[config.mk]
export PLATFORM = sky130hd
export DESIGN_NAME = serial_subtractor
export DESIGN_NICKNAME = d
export VERILOG_FILES = /design/src/rtl/serial_subtractor.sv
export SDC_FILE = /design/constraint.sdc
export NUM_CORES = 1
export LEC_CHECK = 0
export ABC_AREA = 1
export CORE_ASPECT_RATIO = 1.4
export CORE_MARGIN = 10
export CORE_UTILIZATION = 40
export CTS_BUF_LIST = sky130_fd_sc_hd__clkbuf_16
export CTS_CLUSTER_SIZE = 25
export DETAILED_ROUTE_END_ITERATION = 6
export DONT_BUFFER_PORTS = 1
export GPL_TIMING_DRIVEN = 1
export PLACE_DENSITY = 0.59
export SLEW_MARGIN = 20
export SYNTH_ARGS = -nofsm -noshare
export SYNTH_HDL_FRONTEND = slang
export SYNTH_SLANG_ARGS = --single-unit
[constraint.sdc]
create_clock -name clk -period 3.1 [get_ports clk]
set_clock_uncertainty 0.05 [all_clocks]
set_input_delay 0.62 -clock clk [delete_from_list [all_inputs] [get_ports clk]]
set_output_delay 0.62 -clock clk [all_outputs]
set_load 0.01 [all_outputs]
[src/rtl/serial_subtractor.sv]
// Bit-serial two's-complement subtractor: a - b computed LSB-first through one
// full-subtractor cell and a borrow flip-flop. Define SERIAL_SUB_OVF_EN to build ovf.
module serial_subtractor #(
  parameter int WIDTH = 8
) (
  input  logic             clk,
  input  logic             rst_n,
  input  logic             start,
  input  logic [WIDTH-1:0] a,
  input  logic [WIDTH-1:0] b,
  output logic             busy,
  output logic             done,
  output logic [WIDTH-1:0] diff,
  output logic             borrow,
  output logic             zero,
  output logic             ovf
);

  localparam int CW = $clog2(WIDTH + 1);

  typedef enum logic [1:0] {
    IDLE = 2'd0,
    RUN  = 2'd1,
    DONE = 2'd2
  } state_t;

  state_t state, state_nxt;

  logic [WIDTH-1:0] a_sr;
  logic [WIDTH-1:0] b_sr;
  logic [WIDTH-1:0] res_sr;
  logic             bff;
  logic [CW-1:0]    cnt;

  logic             a0;
  logic             b0;
  logic             d;
  logic             bout;
  logic             last;
  logic [WIDTH-1:0] res_final;

  // Full-subtractor cell on the current LSBs.
  always_comb begin
    a0        = a_sr[0];
    b0        = b_sr[0];
    d         = a0 ^ b0 ^ bff;
    bout      = (~a0 & b0) | (~(a0 ^ b0) & bff);
    last      = (cnt == CW'(WIDTH - 1));
    res_final = {d, res_sr[WIDTH-1:1]};
  end

  // NOTE: every register below uses non-blocking assignment so all flops
  // sample pre-edge values; blocking here would create order-dependent logic.
  always_ff @(posedge clk or negedge rst_n) begin
    if (!rst_n) state <= IDLE;
    else        state <= state_nxt;
  end

  // NOTE: state_nxt gets a default before the case so no path leaves it
  // unassigned, which would otherwise infer a latch.
  always_comb begin
    state_nxt = state;
    case (state)
      IDLE:    if (start) state_nxt = RUN;
      RUN:     if (last)  state_nxt = DONE;
      DONE:    state_nxt = IDLE;
      default: state_nxt = IDLE;
    endcase
  end

  // Both flags decode straight from the state register, so they are glitch-free
  // and have no path from any input.
  always_comb begin
    busy = (state == RUN);
    done = (state == DONE);
  end

  // NOTE: the operand and partial-result registers are reset too, so an
  // aborted operation leaves nothing behind that a later one could observe.
  always_ff @(posedge clk or negedge rst_n) begin
    if (!rst_n) begin
      a_sr   <= '0;
      b_sr   <= '0;
      res_sr <= '0;
      bff    <= 1'b0;
      cnt    <= '0;
    end else begin
      case (state)
        IDLE: begin
          if (start) begin
            a_sr   <= a;
            b_sr   <= b;
            res_sr <= '0;
            bff    <= 1'b0;
            cnt    <= '0;
          end
        end
        RUN: begin
          a_sr   <= a_sr >> 1;
          b_sr   <= b_sr >> 1;
          res_sr <= res_final;
          bff    <= bout;
          // Counter is wide enough to hold WIDTH, so this never wraps.
          cnt    <= cnt + CW'(1);
        end
        default: ;
      endcase
    end
  end

  // Visible results update only on the RUN->DONE edge and hold otherwise.
  always_ff @(posedge clk or negedge rst_n) begin
    if (!rst_n) begin
      diff   <= '0;
      borrow <= 1'b0;
      zero   <= 1'b0;
    end else if (state == RUN && last) begin
      diff   <= res_final;
      borrow <= bout;
      zero   <= (res_final == '0);
    end
  end

`ifdef SERIAL_SUB_OVF_EN
  logic [1:0] msb_q;

  // msb_q = {a[W-1], b[W-1]} of the captured operands.
  always_ff @(posedge clk or negedge rst_n) begin
    if (!rst_n) begin
      msb_q <= 2'b00;
      ovf   <= 1'b0;
    end else begin
      if (state == IDLE && start) msb_q <= {a[WIDTH-1], b[WIDTH-1]};
      // The last bit processed is the result MSB, so d is diff[W-1].
      if (state == RUN && last)   ovf   <= (msb_q[1] != msb_q[0]) && (d != msb_q[1]);
    end
  end
`else
  assign ovf = 1'b0;
`endif

endmodule

# Word level (Yosys, flattened, before mapping)
# Index checks and enable logic that the tools add are counted.
[totals]
ff_bits = 41
in_bits = 19
out_inout_bits = 13
word_cells = 41
[op_classes]
add_sub_neg = 1
n_eq_ne = 5
muxes = 13
n_bitwise = 7
reduce_logical = 6
[op_table]
columns = ["operator", "n"]
rows = [
  ["8-bit case mux with 2 select lines", 3],
  ["8-bit 2-to-1 mux", 3],
  ["8-bit zero test", 1],
  ["4-bit case mux with 2 select lines", 1],
  ["4-bit by 1-bit adder with 4-bit output (second input constant)", 1],
  ["4-bit by 3-bit == test with 1-bit output (second input constant)", 1],
  ["2-bit 2-to-1 mux", 2],
  ["4-bit 2-to-1 mux", 1],
  ["2-bit case mux with 2 select lines", 1],
  ["2-bit AND reduction", 2],
  ["1-bit bitwise AND", 2],
  ["2-bit by 1-bit == test with 1-bit output (second input constant)", 1],
  ["2-bit == test (second input constant)", 1],
  ["2-bit zero test", 1],
  ["2-bit by 1-bit inequality test with 1-bit output (second input constant)", 1],
  ["2-bit inequality test (second input constant)", 1],
  ["1-bit NOT", 2],
  ["1-bit case mux with 2 select lines", 1],
  ["2-bit nonzero test", 1],
  ["1-bit XOR", 2],
  ["1-bit logical AND", 1],
  ["1-bit 2-to-1 mux", 1],
  ["1-bit bitwise OR", 1],
]

# Logic depth before layout (Yosys ltp)
[depth]
depth_word = 5
mapped_depth = 7
mapped_depth_nobuf = 7

# Worst setup path before layout
# No wires, ideal clock.
[synth_timing]
path_kind = "reg2out"
from = "register state[0]"
to = "output busy"
arrival_time_ps = 813
required_ps = 2430
slack_ps = 1617
stages_incl_launch_ff = 5
path_buffers = 2
cell_sequence = "dfrtp_1 > nand2_2 > inv_2 > buf_6 > buf_8"
[synth_via]
elab_chain_len = 1
[synth_lines]
columns = ["item", "line_no", "rtl"]
rows = [
  ["from (decl)", "27", "state_t state, state_nxt;"],
  ["from (signal assigned)", "56", "else state <= state_nxt;"],
  ["2-bit by 1-bit == test with 1-bit output", "74", "busy = (state == RUN);"],
  ["to (decl)", "11", "output logic busy,"],
]
# No other way between the ends.

# Worst setup path in the final report
# Ends and elaborated chain as after synthesis.

==> flow_metrics.py <==
metrics = {
    "yosys": {
        "yosysUniqueCellTypes": 24,
        "yosysMostFrequentCell": "nand2_1",
        "synthTopCellsByCount": "nand2_1, dfrtp_1, nand3_1",
        "synth_simple_gate_area_share_pct": 26.4,
        "syn_inst": 190,
        "synth_warnings": 0,
        "muxShareOfSynthArea_pct": 0,
        "synth_adder_area_share_pct": 1.83,
        "async_reset_ff_share_pct": 100,
        "syn_nets": 211,
        "ys_seq_area_share_pct": 56.3,
        "synth_top_flop_cell": "dfrtp_1",
        "synth_compound_area_share_pct": 8.23,
        "syn_area_um2": 1780,
        "synth_xor_area_share_pct": 0,
        "synth-seq-cells": 40,
        "yosys-top-cells-area": "dfrtp_1, nand2_1, nand3_1",
        "synth.avg_cell_area_um2": 9.36,
        "synth_top_family_by_area": "simple AND/OR/NAND/NOR gates",
        "synth_area_leader_cell": "dfrtp_1",
        "synth_edf_count": 0,
        "synth.top_cell.area_share_pct": 56.3,
    },
    "routing": {
        "via_count": 1244,
        "post-route-drc-count": 0,
        "drt_wl_total_um": 3530,
        "ant_nets": 0,
        "drt_first_pass_iters": 4,
        "drtIter0Drc": 53,
        "routed_via_density": 5.02,
        "detail_route.wl_per_cell_um": 14.2,
    },
    "sta": {
        "worst_slew_pin_slew_ps": 774,
        "hold_viol": 0,
        "min_period_over_period_pct": 71.4,
        "worst_slack_ps": 886,
        "final.setup.tns_ps": 0,
        "grt_setup_unrepaired": "no",
        "maxSlewHeadroom_pct": 48.2,
        "finalSetupViolations": 0,
        "fmax_mhz": 452,
        "period_minus_slack_ps": 2210,
        "drv_slew": 0,
    },
    "outcome": {
        "status": "completed",
    },
    "critical_path": {
        "critPathRequiredTime_ps": 2430,
        "critical_path_class": "register to primary output",
        "crit_path_cell_trace": "nand2_2 > inv_2",
        "crit_start": "state[0]",
        "cp_slowest_cell": "inv_2",
        "r2r_start": "state[0]",
        "rrSetupSlack_ps": 1240,
        "cp-start-kind": "register",
        "max_stage_delay_ps": 460,
        "cp_data_arrival_time_ps": 1540,
        "cp-end-kind": "primary output",
        "critPathMaxFanout": 31,
    },
    "floorplan": {
        "io_pins": 32,
        "rows": 28,
        "design.die.area_um2": 7550,
        "die_w_um": 76.4,
        "core-area_um2": 4270,
        "start_util_pct": 41.6,
        "die_h_um": 98.9,
    },
    "clocking": {
        "h-tree-depth": 2,
        "cts_setup_buffers": 0,
        "clk_pin_slew_ps": 60,
        "cts_buffers": 5,
        "post_cts_resized": 0,
        "cts-root-buf": "clkbuf_16",
        "cts_tree": "built",
        "cts.sinks": 40,
        "clockBufferDepth": 2,
        "clock_latency_ps": 280,
        "ctsHoldBuffers": 1,
    },
    "global_routing": {
        "track_usage_pct": 9.79,
        "grt_start_max_net_pins": 41,
        "first_global_vias": 1326,
        "grt-ovfl-total": 0,
        "grt_pass1_wl_um": 6020,
        "antenna_found_initial": 0,
    },
    "placement": {
        "gp_congestion": 0.737,
        "post-place-ws_ps": 1190,
        "dpl.hpwl_um": 2450,
        "place_area_um2": 1780,
        "port_buffers": 0,
    },
    "power": {
        "power_density_nw_per_um2": 1070,
        "power.leakage_nw": 0.922,
        "vdd_drop_max_mv": 0.387,
    },
    "final_layout": {
        "nNetsFinal": 209,
        "stdcell_area_um2": 1930,
        "antennaDiodeCount": 0,
        "drive_gt1_share_pct": 13.3,
        "num-fill-cells": 442,
        "syn2layout_area_growth_pct": 8.58,
    },
    "min_path": {
        "hold_path_class": "input port to async pin",
    },
    "flow_run": {
        "cap_violations": 0,
    },
}
## power breakdown
group	total, mW	switching [mW]	internal [mW]
clock network	0.475	0.187	0.289
logic	0.663	0.428	0.235
registers	0.937	0.184	0.753
total	2.08	0.799	1.28
## worst max-delay path, delay by kind of cell (launching register included)
kind                   cells  cell delay [ps]
buffers and inverters      1              460
AND/OR/NAND/NOR            1              370
flip-flops                 1              420
## cells in the final DEF (no fill, tap or decap)
master / synthesis / final
o21bai_1: 1 / 1
nor2_1: 8 / 8
inv_2: 2 / 2
o21ai_2: 9 / 9
clkbuf_16: 0 / 5
dfrtp_1: 40 / 40
nand2_4: 1 / 1
nand4_1: 1 / 1
nand2_1: 52 / 52
a21oi_1: 1 / 1
clkinv_2: 0 / 1
buf_12: 0 / 1
conb_1: 1 / 1
o21ai_0: 1 / 1
fa_1: 1 / 1
nand3_1: 36 / 36
nand2_2: 3 / 3
ha_1: 1 / 1
nor2_2: 1 / 1
inv_1: 11 / 12
o22ai_1: 8 / 8
nor2_4: 2 / 2
## worst paths after layout
path	depth (start not counted)	endpoint
worst max-delay path	2	busy
worst min-delay path	1	diff[6]
worst max register to register	5	diff[5]
worst min register to register	2	a_sr[0]
max in group asynchronous	1	a_sr[5]
min in group clk	2	b_sr[7]
## cells by family (layout without fill, tap and decap cells)
| kind of cell | Yosys count | after routing |
|---|---|---|
| compound gates | 20 | 20 |
| fa+ha+maj | 2 | 2 |
| buf+inv | 23 | 21 |
| flops | 40 | 40 |
| other cells | 1 | 1 |
| simple gates | 104 | 104 |
## stage by stage
stage	hold WS, ps	utilization (%)	total power [mW]	instances
final	134	45.2	2.08	248
after global routing	144	45.2	2.25	248
after CTS	137	45.2	2.11	248
after detailed placement	276	41.6	1.61	240
after global placement	276	41.6	1.58	240
after floorplan	274	-	1.51	190
## metal layers
layer | wire (um) | vias up | GRT usage, %
li1 | - | 615 | -
met1 | 1520 | 594 | 10.4
met2 | 1670 | 29 | 15.7
met3 | 282 | 6 | 5.09
met4 | 59 | 0 | 4.73
met5 | 0 | - | 0
## state kept, by name, indices dropped and copies added, names as in the netlist
signal,flops
a_sr,8
b_sr,8
bff,1
borrow,1
cnt,4
diff,8
res_sr,7
state,2
zero,1
## area by class of cell
class / count / area [um2] / area share (%)
inverter: 13 / 48.8 / 2.53
tap: 60 / 75.1 / 3.89
clock inverter: 2 / 8.76 / 0.453
clock buffer: 5 / 125 / 6.48
timing repair buffer: 1 / 20.0 / 1.04
multi-input combinational: 127 / 653 / 33.8
sequential: 40 / 1000 / 51.8
No activity file was read; power rests on OpenSTA's default activity.
